### src/rtl/msg_decrypt.sv
`timescale 1ns/1ps
`default_nettype none
// ============================================================================
// Module   : msg_decrypt
// Purpose  : Recovers the LFSR tap pattern and seed of a 64-byte cipher block,
//            then decrypts it in place with leading-space stripping and padding.
// Revision : 1.0 - initial release
// ============================================================================
module msg_decrypt (
    input  logic       Clk,
    input  logic       Reset,
    input  logic       Start,
    output logic [7:0] mem_addr,
    input  logic [7:0] mem_rd_data,
    output logic       mem_wr_en,
    output logic [7:0] mem_wr_data,
    output logic       Ack,
    output logic       Err,
    output logic [3:0] pat_no,
    output logic [6:0] lfsr_init
);

    typedef enum logic [2:0] {
        IDLE   = 3'd0,
        LOAD   = 3'd1,
        SEARCH = 3'd2,
        DECODE = 3'd3,
        FILL   = 3'd4,
        DONE   = 3'd5
    } state_t;

    localparam logic [6:0] C_SPACE7  = 7'h20;
    localparam logic [7:0] C_SPACE8  = 8'h20;
    localparam logic [7:0] C_BADPAR  = 8'h80;
    localparam logic [7:0] C_CIPHER  = 8'd64;

    function automatic logic [6:0] tap_of(input logic [3:0] p);
        case (p)
            4'd0:    tap_of = 7'h60;
            4'd1:    tap_of = 7'h48;
            4'd2:    tap_of = 7'h78;
            4'd3:    tap_of = 7'h72;
            4'd4:    tap_of = 7'h6A;
            4'd5:    tap_of = 7'h69;
            4'd6:    tap_of = 7'h5C;
            4'd7:    tap_of = 7'h7E;
            default: tap_of = 7'h7B;
        endcase
    endfunction

    state_t      r_state, w_next;
    logic [7:0]  r_buf [0:9];
    logic [6:0]  r_cnt;
    logic        r_phase;
    logic [3:0]  r_idx;
    logic [3:0]  r_pat;
    logic [6:0]  r_s;
    logic [6:0]  r_s0;
    logic [6:0]  r_wp;
    logic        r_lead;
    logic        r_err;
    logic [3:0]  r_pat_no;
    logic [6:0]  r_lfsr_init;

    logic [6:0]  w_s_next;
    logic        w_match;
    logic [6:0]  w_d;
    logic        w_par_ok;
    logic [7:0]  w_out;
    logic        w_write;
    logic [3:0]  w_ld_idx;
    logic        w_wp_full;

    assign w_s_next  = {r_s[5:0], ^(r_s & tap_of(r_pat))};
    assign w_match   = ((r_buf[r_idx][6:0] ^ w_s_next) == C_SPACE7);
    assign w_d       = mem_rd_data[6:0] ^ r_s;
    assign w_par_ok  = ~(^mem_rd_data);
    assign w_out     = w_par_ok ? {1'b0, w_d} : C_BADPAR;
    // Leading spaces are dropped only while nothing has been written yet
    assign w_write   = ~(r_lead & w_par_ok & (w_d == C_SPACE7));
    assign w_ld_idx  = r_cnt[3:0] - 4'd1;
    assign w_wp_full = ((r_wp + {6'd0, w_write}) == 7'd64);

    always_ff @(posedge Clk) begin
        if (Reset) r_state <= IDLE;
        else       r_state <= w_next;
    end

    always_comb begin
        w_next      = r_state;
        mem_addr    = 8'd0;
        mem_wr_en   = 1'b0;
        mem_wr_data = 8'd0;
        case (r_state)
            IDLE: begin
                if (!Start) w_next = LOAD;
            end
            LOAD: begin
                if (r_cnt < 7'd10) mem_addr = C_CIPHER + {1'b0, r_cnt};
                if (r_cnt == 7'd10) w_next = SEARCH;
            end
            SEARCH: begin
                if (w_match && (r_idx == 4'd9))        w_next = DECODE;
                else if (!w_match && (r_pat == 4'd8))  w_next = DONE;
            end
            DECODE: begin
                if (!r_phase) begin
                    mem_addr = C_CIPHER + {1'b0, r_cnt};
                end else begin
                    mem_addr    = {1'b0, r_wp};
                    mem_wr_en   = w_write;
                    mem_wr_data = w_out;
                    if (r_cnt == 7'd63) w_next = w_wp_full ? DONE : FILL;
                end
            end
            FILL: begin
                mem_addr    = {1'b0, r_wp};
                mem_wr_en   = 1'b1;
                mem_wr_data = C_SPACE8;
                if (r_wp == 7'd63) w_next = DONE;
            end
            DONE: begin
                if (Start) w_next = IDLE;
            end
            default: w_next = IDLE;
        endcase
    end

    assign Ack       = (r_state == DONE);
    assign Err       = r_err;
    assign pat_no    = r_pat_no;
    assign lfsr_init = r_lfsr_init;

    always_ff @(posedge Clk) begin
        if (Reset) begin
            for (int k = 0; k < 10; k++) r_buf[k] <= 8'd0;
            r_cnt       <= 7'd0;
            r_phase     <= 1'b0;
            r_idx       <= 4'd0;
            r_pat       <= 4'd0;
            r_s         <= 7'd0;
            r_s0        <= 7'd0;
            r_wp        <= 7'd0;
            r_lead      <= 1'b0;
            r_err       <= 1'b0;
            r_pat_no    <= 4'd0;
            r_lfsr_init <= 7'd0;
        end else begin
            case (r_state)
                IDLE: begin
                    if (!Start) begin
                        r_cnt       <= 7'd0;
                        r_wp        <= 7'd0;
                        r_lead      <= 1'b1;
                        r_err       <= 1'b0;
                        r_pat_no    <= 4'd0;
                        r_lfsr_init <= 7'd0;
                    end
                end
                LOAD: begin
                    // Read data trails the address by one cycle
                    r_cnt <= r_cnt + 7'd1;
                    if (r_cnt != 7'd0) r_buf[w_ld_idx] <= mem_rd_data;
                    if (r_cnt == 7'd1) r_s0 <= mem_rd_data[6:0] ^ C_SPACE7;
                    if (r_cnt == 7'd10) begin
                        r_pat <= 4'd0;
                        r_idx <= 4'd1;
                        r_s   <= r_s0;
                    end
                end
                SEARCH: begin
                    if (w_match) begin
                        if (r_idx == 4'd9) begin
                            r_pat_no    <= r_pat;
                            r_lfsr_init <= r_s0;
                            r_s         <= r_s0;
                            r_cnt       <= 7'd0;
                            r_phase     <= 1'b0;
                        end else begin
                            r_idx <= r_idx + 4'd1;
                            r_s   <= w_s_next;
                        end
                    end else if (r_pat == 4'd8) begin
                        r_err    <= 1'b1;
                        r_pat_no <= 4'hF;
                    end else begin
                        r_pat <= r_pat + 4'd1;
                        r_idx <= 4'd1;
                        r_s   <= r_s0;
                    end
                end
                DECODE: begin
                    r_phase <= ~r_phase;
                    if (r_phase) begin
                        r_s   <= w_s_next;
                        r_cnt <= r_cnt + 7'd1;
                        if (w_write) begin
                            r_wp   <= r_wp + 7'd1;
                            r_lead <= 1'b0;
                        end
                    end
                end
                FILL: begin
                    r_wp <= r_wp + 7'd1;
                end
                DONE: begin
                    if (Start) r_err <= 1'b0;
                end
                default: ;
            endcase
        end
    end

endmodule
`default_nettype wire
### config.mk
export PLATFORM = sky130hd
export DESIGN_NAME = msg_decrypt
export DESIGN_NICKNAME = d
export VERILOG_FILES = /design/src/rtl/msg_decrypt.sv
export SDC_FILE = /design/constraint.sdc
export NUM_CORES = 1
export LEC_CHECK = 0
export BUFFER_PORTS_ARGS = -buffer_cell sky130_fd_sc_hd__buf_2
export CORE_ASPECT_RATIO = 0.9
export CORE_UTILIZATION = 55
export CTS_CLUSTER_DIAMETER = 100
export CTS_CLUSTER_SIZE = 20
export DETAILED_ROUTE_END_ITERATION = 7
export PLACE_DENSITY = 0.75
export SYNTH_ARGS = -nofsm -noshare
export SYNTH_HDL_FRONTEND = slang
export SYNTH_SLANG_ARGS = --single-unit
### constraint.sdc
create_clock -name Clk -period 3.45 [get_ports Clk]
set_input_delay 0.345 -clock Clk [delete_from_list [all_inputs] [get_ports Clk]]
set_output_delay 0.345 -clock Clk [all_outputs]
set_load 0.005 [all_outputs]
Word-level counts from Yosys, hierarchy flattened. Memory sizes are Yosys's and may differ from the RTL's. A register that Yosys moved wholly into a read port is not among the register bits. Index checks and enable logic that the tools add are counted.

Register bits: 53. RAM bits: 80. Memory bits (read-only): 48. Input port bits: 11. Output and inout bits: 30. Logic and storage cells: 165. Memories: 2.

Memories: r_buf (words 10, bits a word 8, rd ports 1, clocked after memory_dff 1, wr ports 10, line 52) `logic [7:0] r_buf [0:9];`; (name not given) (words 8, bits a word 6, rd ports 1, clocked after memory_dff 1, wr ports 0, line 38) `case (p)`.

Add/sub/neg operators: 7. Magnitude comparators: 1. Equal/unequal tests: 31. Multiplexer cells: 75. Bitwise logic cells: 9. Reduce and logical (&&, ||, !) cells: 28.

Operators by type and width (count): 7-bit two-way mux (14); 4-bit two-way mux (14); 7-bit one-hot mux with 3 select lines (2); 8-bit two-way mux (5); 3-bit two-way mux (10); 7-bit by 6-bit equality test with 1-bit output, second input constant (4); 7-bit one-hot mux with 4 select lines (1); 4-bit AND reduction (7); 2-bit inequality test, second input constant (12); 4-bit one-hot mux with 2 select lines (3); 8-bit one-hot mux with 3 select lines (1); 1-bit two-way mux (18); 3-bit one-hot mux with 6 select lines (1); 8-bit one-hot mux with 2 select lines (1); 3-bit inequality test, second input constant (5); 7-bit by 1-bit adder with 7-bit output, second input constant (2); 7-bit one-hot mux with 2 select lines (1); 7-bit bitwise XOR (2); 5-bit AND reduction (2); 3-bit nonzero test (3); 4-bit by 1-bit adder with 4-bit output, second input constant (2); 7-bit by 7-bit adder with 8-bit output, first input constant (1); 4-bit equality test, second input constant (2); 2-bit nonzero test (4); other kinds (25) (34).

Longest topological paths before layout. Gate-level depths: netlist (run 1).

Depth after elaboration: 11. Depth in mapped cells: 15. Mapped depth without buffers: 11.

Worst setup path after synthesis (run 1). Ideal clock, no wire load.

Path type: reg-to-reg. Start point: reg with a tool-made name. End point: reg with a tool-made name. Arrival time: 3382 ps. Path slack: -53 ps. Stages on the path, launching flop included: 14. Path buffers: 3. Period minus slack after synthesis: 3503 ps. Cell sequence: dfxtp_1 -> buf_1 -> mux4_2 -> mux4_2 -> xnor2_1 -> a21oi_1 -> nand4b_1 -> a211o_1 -> buf_2 -> buf_2 -> a32oi_1 -> nor2_1 -> ha_1 -> mux2_2.

==> impl_metrics.csv, run 1 <==
group,metric,value,unit
outcome,status,"completed",
synthesis,netlist_instances,772,
cts,cts_root_buf,"clkbuf_16",
route,drc_errors,0,
route,vias_per_cell,6.08,
run,cap_violations,0,
route,totalWireLength,21400,microns
route,route.antenna.remaining_nets,0,
finish,diodes,0,
cts,hold_buffers,0,
finish,final_common_cell,"nor2_1",
route,avgRoutedWirePerCell,20.3,microns
synthesis,netlist-cell-type-count,66,
finish,fillers,1088,
die,die_height,120,microns
timing,finalMaxSlewViolations,0,
synthesis,ys.flop_type,"edfxtp_1",
worst_hold_path,hold_path_class,"in2reg",
route,drt_pass1_iterations,7,
critical_path,critPathMaxFanout,7,
timing,hold_slack,0.176,ns
cts,cts_tree,"done",
critical_path,crit_type,"reg2reg",
placed_design,gp_congestion,0.878,
critical_path,slowest_delay,0.52,ns
grt,grtUsageMet2,0.416,
critical_path,end_kind,"flop",
grt,grt_pass1_wl,32400,microns
critical_path,rrSetupSlack,0.001,ns
placed_design,dpl-instance-area,9150,sq um
critical_path,crit_path_frequent_cell,"mux2_2",
power_and_ir_drop,p_per_area,563,nW/um^2
grt,met1_usage,0.381,
grt,antenna_found_initial,0,
timing,setup_viol,0,
cts,clk_path_buf_depth,2,
synthesis,avgSynthCellArea,11.0,sq um
placed_design,portBuffers,40,
worst_hold_path,worstHoldEndpoint,"r_s0[5]",
synthesis,synth_edf_count,112,
synthesis,syn_nets,798,
finish,stdcell_area,9890,sq um
finish,drive_gt1_frac,0.210,
die,rows,42,
synthesis,synth_area,8480,sq um
synthesis,synth-seq-cells,175,
route,drt_iter0_drc,630,
finish,area_growth,16.7,%
finish,final_cell_mix,"nor2_1 (120), edfxtp_1 (112), nand2_1 (86)",
critical_path,worstPathArrival,3.78,ns
grt,overflow,0,
timing,finalHoldViolCount,0,
timing,grt_setup_unrepaired,"yes",
critical_path,worstRegToRegCells,12,
timing,skew,0.0104,ns
timing,fmax,290,MHz
placed_design,place_hpwl,14900,microns
timing,worst_pin_slew,0.769,ns
die,num_io_pins,41,
synthesis,seq_area_frac_synth,0.546,
cts,clock-sinks,175,
timing,post-route-period-util,1.00,
synthesis,async_reset_ff_frac,0,
critical_path,cp.required,3.78,ns
grt,grt_max_degree,34,
cts,cts_buffers,17,
cts,htree_levels,4,
cts,clk-insertion-delay-late,0.44,ns
die,die-area,15900,sq um
critical_path,path_cells,"buf_12, mux4_2, mux2_2, or3b_1, a21oi_1, nor2_1, a211o_1, o21ai_2, xnor2_1, or2_1, ha_1, mux2_2",
worst_hold_path,hold_path_depth,2,
die,die_w,133,microns
timing,post-route-min-period,3.45,ns
grt,met3_usage,0.0714,
worst_hold_path,min_from,"mem_rd_data[5]",
power_and_ir_drop,max-vdd-ir-drop,0.000368,V
timing,relSlewSlack,0.485,
grt,grt_pass1_vias,5956,
grt,grtUsageTotal,0.274,
route,vias,6418,
critical_path,startpoint_type,"flop",
finish,nets,870,
grt,grt.busiest_layer,"met2",
die,initial_core_util,0.570,
die,coreArea,14900,sq um
critical_path,crit_slowest_cell,"mux4_2",
finish,final_util,0.665,
power_and_ir_drop,leakage,0.00361,uW
synthesis,yosys_warnings,0,
cts,path_clk_slew,0.07,ns
## layer usage
metal	part of all wire	wire length, microns	vias up
li1	-	-	2951
met1	0.43	9130	3164
met2	0.47	10100	259
met3	0.081	1740	44
met4	0.021	460	0
met5	0	0	-
## synthesized netlist by cell type, types with 5 or more instances
cell type / count / area (sq um)
o21ai_0: 21 / 105
nand4_1: 8 / 50.1
ha_1: 15 / 188
a22o_1: 6 / 52.6
or3_1: 8 / 50.1
nor2_1: 120 / 450
mux2i_1: 36 / 360
nor3_1: 7 / 35.0
a211oi_1: 6 / 45.0
o32ai_1: 7 / 61.3
nand3_1: 13 / 65.1
edfxtp_1: 112 / 3360
and2_1: 5 / 31.3
and3_1: 10 / 62.6
xor2_1: 7 / 61.3
or2_0: 7 / 43.8
mux4_2: 23 / 518
clkbuf_1: 26 / 97.6
inv_1: 27 / 101
buf_2: 10 / 50.1
a21oi_1: 33 / 165
nor2b_1: 8 / 50.1
nand2_1: 86 / 323
nand3b_1: 6 / 45.0
xnor2_1: 19 / 166
nand2b_1: 6 / 37.5
o211ai_1: 6 / 45.0
dfxtp_1: 63 / 1260
mux2_2: 8 / 90.1
## critical path: cells and delay by family, from the launching register on
family                   cells  cell delay [ns]
XOR/XNOR                     1             0.09
AO/OA/AOI/OAI                3             0.66
AND/OR/NAND/NOR              3             0.68
buffers and inverters        1             0.14
multiplexers                 3             1.08
adder cells (fa/ha/maj)      1             0.32
flip-flops                   1             0.36
## flip-flops by register name, indices dropped and copies added, names as in the netlist, 3 cells and up, named ones only
signal	count
r_buf	112
lfsr_init	7
r_cnt	7
r_s0	7
r_s	7
r_wp	7
pat_no	4
r_idx	4
r_pat	4
r_state	3
## cell families (layout without fill, tap and decap cells)
kind of cell,count (synthesis),in the layout,share of synthesized area
compound gates,117,118,0.0932
xor+xnor,26,26,0.0269
fa+ha+maj,15,15,0.0221
buf+inv,67,151,0.0320
flops,175,175,0.546
mux,67,67,0.114
simple gates,305,305,0.166
## how the worst max path moves through the flow
stage	slack (ns)	endpoint	depth (start not counted)	from
6_report	0.001	flop	12	flop
5_1_grt	-0.14	flop	13	flop
4_1_cts	0.003	flop	11	flop
3_5_place_dp	-0.27	flop	11	flop
3_3_place_gp	-0.18	flop	11	flop
2_1_floorplan	0.03	flop	13	flop
## stage by stage
| step | setup TNS [ns] | total power [uW] | instances | setup slack [ns] |
|---|---|---|---|---|
| global placement | -0.362 | 3590 | 1018 | -0.181 |
| CTS | 0 | 5470 | 1050 | 0.00296 |
| global route | -1.34 | 5780 | 1055 | -0.140 |
| detailed placement | -0.789 | 3630 | 1018 | -0.266 |
| finish | 0 | 5570 | 1055 | 0.00118 |
| floorplan | 0 | 3230 | 772 | 0.0337 |
## layout make-up
type / instances / area [sq um] / area share
inverters: 28 / 105 / 0.0106
well taps: 198 / 248 / 0.0251
clock buffers: 22 / 497 / 0.0502
repair buffers: 91 / 623 / 0.0630
multi-input cells: 531 / 3710 / 0.376
flip-flops and latches: 175 / 4630 / 0.468
clock inverters: 10 / 71.3 / 0.00721
## what timing repair did
item                       in CTS  in global routing
pin swaps                       1                  7
gates cloned                    0                  1
resized for setup               6                 23
setup endpoints to repair      12                 36
setup buffers                   0                  4
## power by group
| part | switching (uW) | internal [uW] |
|---|---|---|
| combinational | 752 | 514 |
| clock | 825 | 1030 |
| sequential | 124 | 2320 |
Power figures use the tool's default switching activity.
==> run 2: changes to the inputs <==
PLACE_DENSITY = 0.8   (was 0.75)
RECOVER_POWER = 100   (was default)
==> run 2 against run 1 <==
- the run now ends with setup timing left
- first-iteration DRC count increased by 8.6%
- maximum frequency down 0.73%
- critical path depth shrank 1
- clock skew is 0.0026 ns lower
- combinational power is essentially flat
- worst hold slack improved by 0.028 ns
- register-to-register slack worse by 0.03 ns
- global-route usage up 0.91 points
- flip-flop and latch count unchanged
- via count rose by 0.76%
- core utilization is 0.22 points higher
- final area rose by 0.33%
- critical path type unchanged
- highest routed layer unchanged
==> impl_metrics.csv, run 2 (same netlist as run 1, synthesis figures left out) <==
group,metric,value,unit
timing,worst_pin_slew,0.816,ns
route,drc_errors,0,
finish,drive_gt1_frac,0.199,
cts,clock-sinks,175,
power_and_ir_drop,p_per_area,567,nW/um^2
outcome,status,"finished with violations",
power_and_ir_drop,leakage,0.00351,uW
cts,cts_buffers,17,
critical_path,path_cells,"mux4_2, mux4_2, xnor2_2, a21oi_2, nand4b_1, a211o_1, o21ai_4, xnor2_2, or2_1, ha_4, mux2_2",
cts,cts_tree,"done",
finish,final_cell_mix,"nor2_1 (119), edfxtp_1 (112), nand2_1 (86)",
outcome,violations,"setup timing",
route,wl_met3,1880,microns
placed_design,portBuffers,40,
die,die-area,15900,sq um
placed_design,place_hpwl,15200,microns
finish,diodes,0,
cts,cts_root_buf,"clkbuf_16",
critical_path,worstRegToRegCells,11,
route,vias,6467,
finish,nets,868,
timing,relSlewSlack,0.454,
grt,grtUsageTotal,0.283,
cts,clk_path_buf_depth,2,
finish,instances_no_fill,1053,
finish,max_flop_register,"r_buf",
route,drt_pass1_iterations,5,
critical_path,startpoint_type,"flop",
grt,overflow,0,
grt,grt_pass1_wl,34000,microns
critical_path,crit_type,"reg2reg",
worst_hold_path,worstHoldEndpoint,"r_s0[5]",
route,top_layer,"met4",
critical_path,cp.required,3.75,ns
critical_path,crit_buf_inv,0,
critical_path,end_kind,"flop",
critical_path,worstPathArrival,3.78,ns
cts,htree_levels,4,
worst_hold_path,min_from,"mem_rd_data[5]",
die,die_w,133,microns
placed_design,dp_cells,1016,
critical_path,slowest_delay,0.52,ns
route,route.met2.wl,10300,microns
grt,grt_pass1_vias,6132,
placed_design,place_ws,-0.234,ns
timing,finalHoldViolCount,0,
finish,fillers,1067,
route,route.antenna.remaining_nets,0,
timing,finalMaxSlewViolations,0,
route,totalWireLength,21800,microns
run,cap_violations,0,
finish,area_growth,17.1,%
finish,multi_input_area,3770,sq um
placed_design,gp_congestion,0.914,
timing,skew,0.00788,ns
critical_path,critPathMaxFanout,6,
timing,setup_ws,-0.0242,ns
timing,fmax,288,MHz
timing,post-route-period-util,1.01,
cts,path_clk_slew,0.06,ns
finish,final_util,0.667,
route,vias_per_cell,6.14,
die,num_io_pins,41,
route,drt_iter0_drc,684,
timing,post-route-min-period,3.47,ns
critical_path,crit_family,"multiplexers",
die,rows,42,
cts,hold_buffers,0,
die,die_height,120,microns
route,met1Wirelength,9140,microns
finish,largest_reg_flops,112,
critical_path,crit_slowest_cell,"mux4_2",
grt,antenna_found_initial,0,
grt,grt_max_degree,33,
finish,final_common_cell,"nor2_1",
timing,setup_viol,1,
route,avgRoutedWirePerCell,20.7,microns
die,initial_core_util,0.570,
timing,grt_setup_unrepaired,"yes",
worst_hold_path,hold_path_class,"in2reg",
finish,seqCellArea,4630,sq um
die,coreArea,14900,sq um
power_and_ir_drop,max-vdd-ir-drop,0.000421,V
worst_hold_path,hold_path_depth,2,
critical_path,rrSetupSlack,-0.02,ns
cts,clk-insertion-delay-late,0.42,ns
run 2: changes by cell type in the layout (fill, tap and decap cells not counted), sizes merged:
cell / delta
buf: -20
a211oi: -1
bufinv: +2
clkinvlp: +3
clkinv: +1
inv: -5
clkbuf: +18
run 2: metrics by stage:
stage / hold WS, ns / power (uW) / cell area, sq um / TNS [ns]
after floorplan: 0.437 / 3230 / 8490 / 0
after global placement: 0.436 / 3570 / 9160 / -0.139
after detailed placement: 0.443 / 3620 / 9160 / -0.513
after CTS: 0.180 / 5500 / 9770 / 0
after global routing: 0.201 / 5810 / 9920 / -0.959
final: 0.204 / 5620 / 9920 / -0.0242
run 2: what timing repair did:
action / CTS / global route
pin swaps: 0 / 12
setup endpoints to repair: 17 / 34
buffers inserted: 1 / 4
gates resized for setup: 7 / 31
run 2: cell type report:
class / instances / area share
flip-flops and latches: 175 / 0.467
well taps: 198 / 0.0250
clock inverters: 11 / 0.0114
inverters: 28 / 0.0106
multi-input cells: 530 / 0.380
repair buffers: 90 / 0.0603
clock buffers: 21 / 0.0464
run 2: power breakdown:
group / switching [uW] / internal, uW
registers: 117 / 2320
clock network: 780 / 1100
logic: 797 / 508
run 2: worst max path at each step:
stage | start | slack, ns | to | depth (start not counted)
3_5_place_dp | flop | -0.23 | flop | 12
2_1_floorplan | flop | 0.03 | flop | 13
3_3_place_gp | flop | -0.07 | flop | 10
5_1_grt | flop | -0.13 | flop | 11
4_1_cts | flop | 0.04 | flop | 13
6_report | flop | -0.02 | flop | 11
run 2: layer usage:
metal  GRT usage  vias up
met5           0        -
met4      0.0848        0
met3      0.0591       47
met2       0.441      352
met1       0.400     3133
li1            -     2935
==> run 3: changes to the inputs <==
CAP_MARGIN = 20   (was default)
clock period = 2.8 ns   (was 3.45 ns; I/O delays follow)
==> run 3 against run 2 <==
- total power grew 30%
- via count grew 6.3%
- register-to-register slack lost 0.67 ns
- sequential share of layout area shrank 2.8 points
- critical path type unchanged
- clock-buffer cell count grew 1
- critical path depth grew 2
- the run still ends with setup timing left
- first-iteration DRC count grew 23%
- maximum frequency shrank 0.66%
==> impl_metrics.csv, run 3 (same netlist as run 1, synthesis figures left out) <==
group,metric,value,unit
finish,area_growth,24.5,%
die,die_w,133,microns
run,cap_violations,0,
timing,grt_setup_unrepaired,"yes",
critical_path,crit_type,"reg2reg",
grt,overflow,0,
grt,grt_pass1_wl,35500,microns
cts,cts_tree,"done",
timing,worst_pin_slew,0.637,ns
placed_design,portBuffers,40,
finish,instances_no_fill,1098,
worst_hold_path,hold_path_depth,2,
finish,drive_gt1_frac,0.271,
die,initial_core_util,0.570,
cts,hold_buffers,0,
grt,grt_max_degree,33,
cts,clock-sinks,175,
finish,stdcell_area,10600,sq um
timing,post-route-min-period,3.50,ns
route,totalWireLength,23500,microns
cts,path_clk_slew,0.06,ns
route,drc_errors,0,
cts,clk-insertion-delay-late,0.43,ns
grt,grtUsageTotal,0.296,
die,num_io_pins,41,
finish,multi_input_area,4000,sq um
placed_design,dp_cells,1051,
timing,finalMaxSlewViolations,0,
route,drt_pass1_iterations,5,
placed_design,dpl-instance-area,9450,sq um
timing,fmax,286,MHz
power_and_ir_drop,fin_total_pwr,7330,uW
placed_design,gp_congestion,0.942,
worst_hold_path,hold_path_class,"in2reg",
timing,relSlewSlack,0.575,
route,vias_per_cell,6.26,
route,vias,6876,
route,drt_iter0_drc,843,
critical_path,end_kind,"flop",
finish,diodes,0,
outcome,violations,"setup timing",
critical_path,worstPathArrival,3.84,ns
die,die_height,120,microns
power_and_ir_drop,p_per_area,695,nW/um^2
timing,tns,-23.08,ns
critical_path,critPathMaxFanout,7,
route,avgRoutedWirePerCell,21.4,microns
finish,seqCellArea,4630,sq um
timing,setup_ws,-0.697,ns
finish,fillers,960,
die,rows,42,
power_and_ir_drop,leakage,0.00380,uW
placed_design,place_ws,-0.604,ns
finish,max_flop_register,"r_buf",
outcome,status,"finished with violations",
worst_hold_path,min_from,"mem_rd_data[5]",
cts,clk_path_buf_depth,2,
power_and_ir_drop,max-vdd-ir-drop,0.000505,V
grt,grt_pass1_vias,6517,
cts,cts_root_buf,"clkbuf_16",
timing,post-route-period-util,1.25,
critical_path,worstRegToRegCells,13,
finish,final_cell_mix,"nor2_1 (115), edfxtp_1 (112), nand2_1 (81)",
timing,setup_viol,48,
die,die-area,15900,sq um
cts,cts_buffers,17,
critical_path,rrSetupSlack,-0.70,ns
route,route.antenna.remaining_nets,0,
finish,final_common_cell,"nor2_1",
critical_path,startpoint_type,"flop",
die,coreArea,14900,sq um
placed_design,place_hpwl,15700,microns
cts,htree_levels,4,
timing,skew,0.0102,ns
critical_path,cp.required,3.14,ns
grt,antenna_found_initial,0,
timing,finalHoldViolCount,0,
finish,largest_reg_flops,112,
worst_hold_path,worstHoldEndpoint,"r_s0[5]",
finish,nets,913,
-- run 3: cell types whose count changed in the layout (fill, tap and decap cells not counted), moves of 4 or more --
cell	before	now
nand2_2	0	4
clkbuf_2	4	11
nor2_1	119	115
o21ai_0	20	14
o21ai_1	3	8
buf_4	38	64
buf_6	2	15
nand2_1	86	81
-- run 3: worst max path at each step --
stage          start   end
3_5_place_dp    flop  flop
6_report        flop  flop
3_3_place_gp    flop  flop
4_1_cts         flop  flop
2_1_floorplan   flop  flop
5_1_grt         flop  flop
-- run 3: layout make-up --
class / count / share of cell area
flip-flops and latches: 175 / 0.439
multi-input cells: 530 / 0.379
clock inverters: 10 / 0.00830
inverters: 28 / 0.00996
clock buffers: 22 / 0.0452
repair buffers: 135 / 0.0950
well taps: 198 / 0.0235
-- run 3: repair_timing --
action | CTS | global route
setup buffers | 9 | 12
resized for setup | 33 | 65
pin swaps | 19 | 26
gates cloned | 1 | 0
endpoints found under the setup margin | 48 | 55
-- run 3: per-layer routing --
metal / up-vias / global-route usage / routed length [microns]
li1: 3036 / - / -
met1: 3348 / 0.396 / 9220
met2: 438 / 0.481 / 11400
met3: 54 / 0.0634 / 2230
met4: 0 / 0.0934 / 612
met5: - / 0 / 0
-- run 3: power by group --
part / switching, uW / total, uW / leakage, uW / internal [uW]
sequential: 104 / 2970 / 0.00162 / 2860
combinational: 1190 / 2090 / 0.00189 / 908
clock: 968 / 2270 / 0.000286 / 1300
total: 2260 / 7330 / 0.00380 / 5070
-- run 3: worst max-delay path, cell delays in order, from the launching register on --
cell,delay (ns)
dfxtp_4,0.41
mux4_2,0.52
mux4_2,0.50
xnor2_2,0.16
a21oi_1,0.13
nand4b_1,0.15
a211o_1,0.36
o21ai_4,0.24
buf_6,0.14
a32oi_4,0.06
buf_6,0.16
or2_4,0.22
ha_2,0.17
mux2i_1,0.19
-- run 3: stage by stage --
| step | hold WS (ns) | util |
|---|---|---|
| 6_report | 0.120 | 0.709 |
| 3_3_place_gp | 0.442 | 0.636 |
| 4_1_cts | 0.114 | 0.688 |
| 5_1_grt | 0.108 | 0.709 |
| 2_1_floorplan | 0.376 | - |
| 3_5_place_dp | 0.449 | 0.636 |
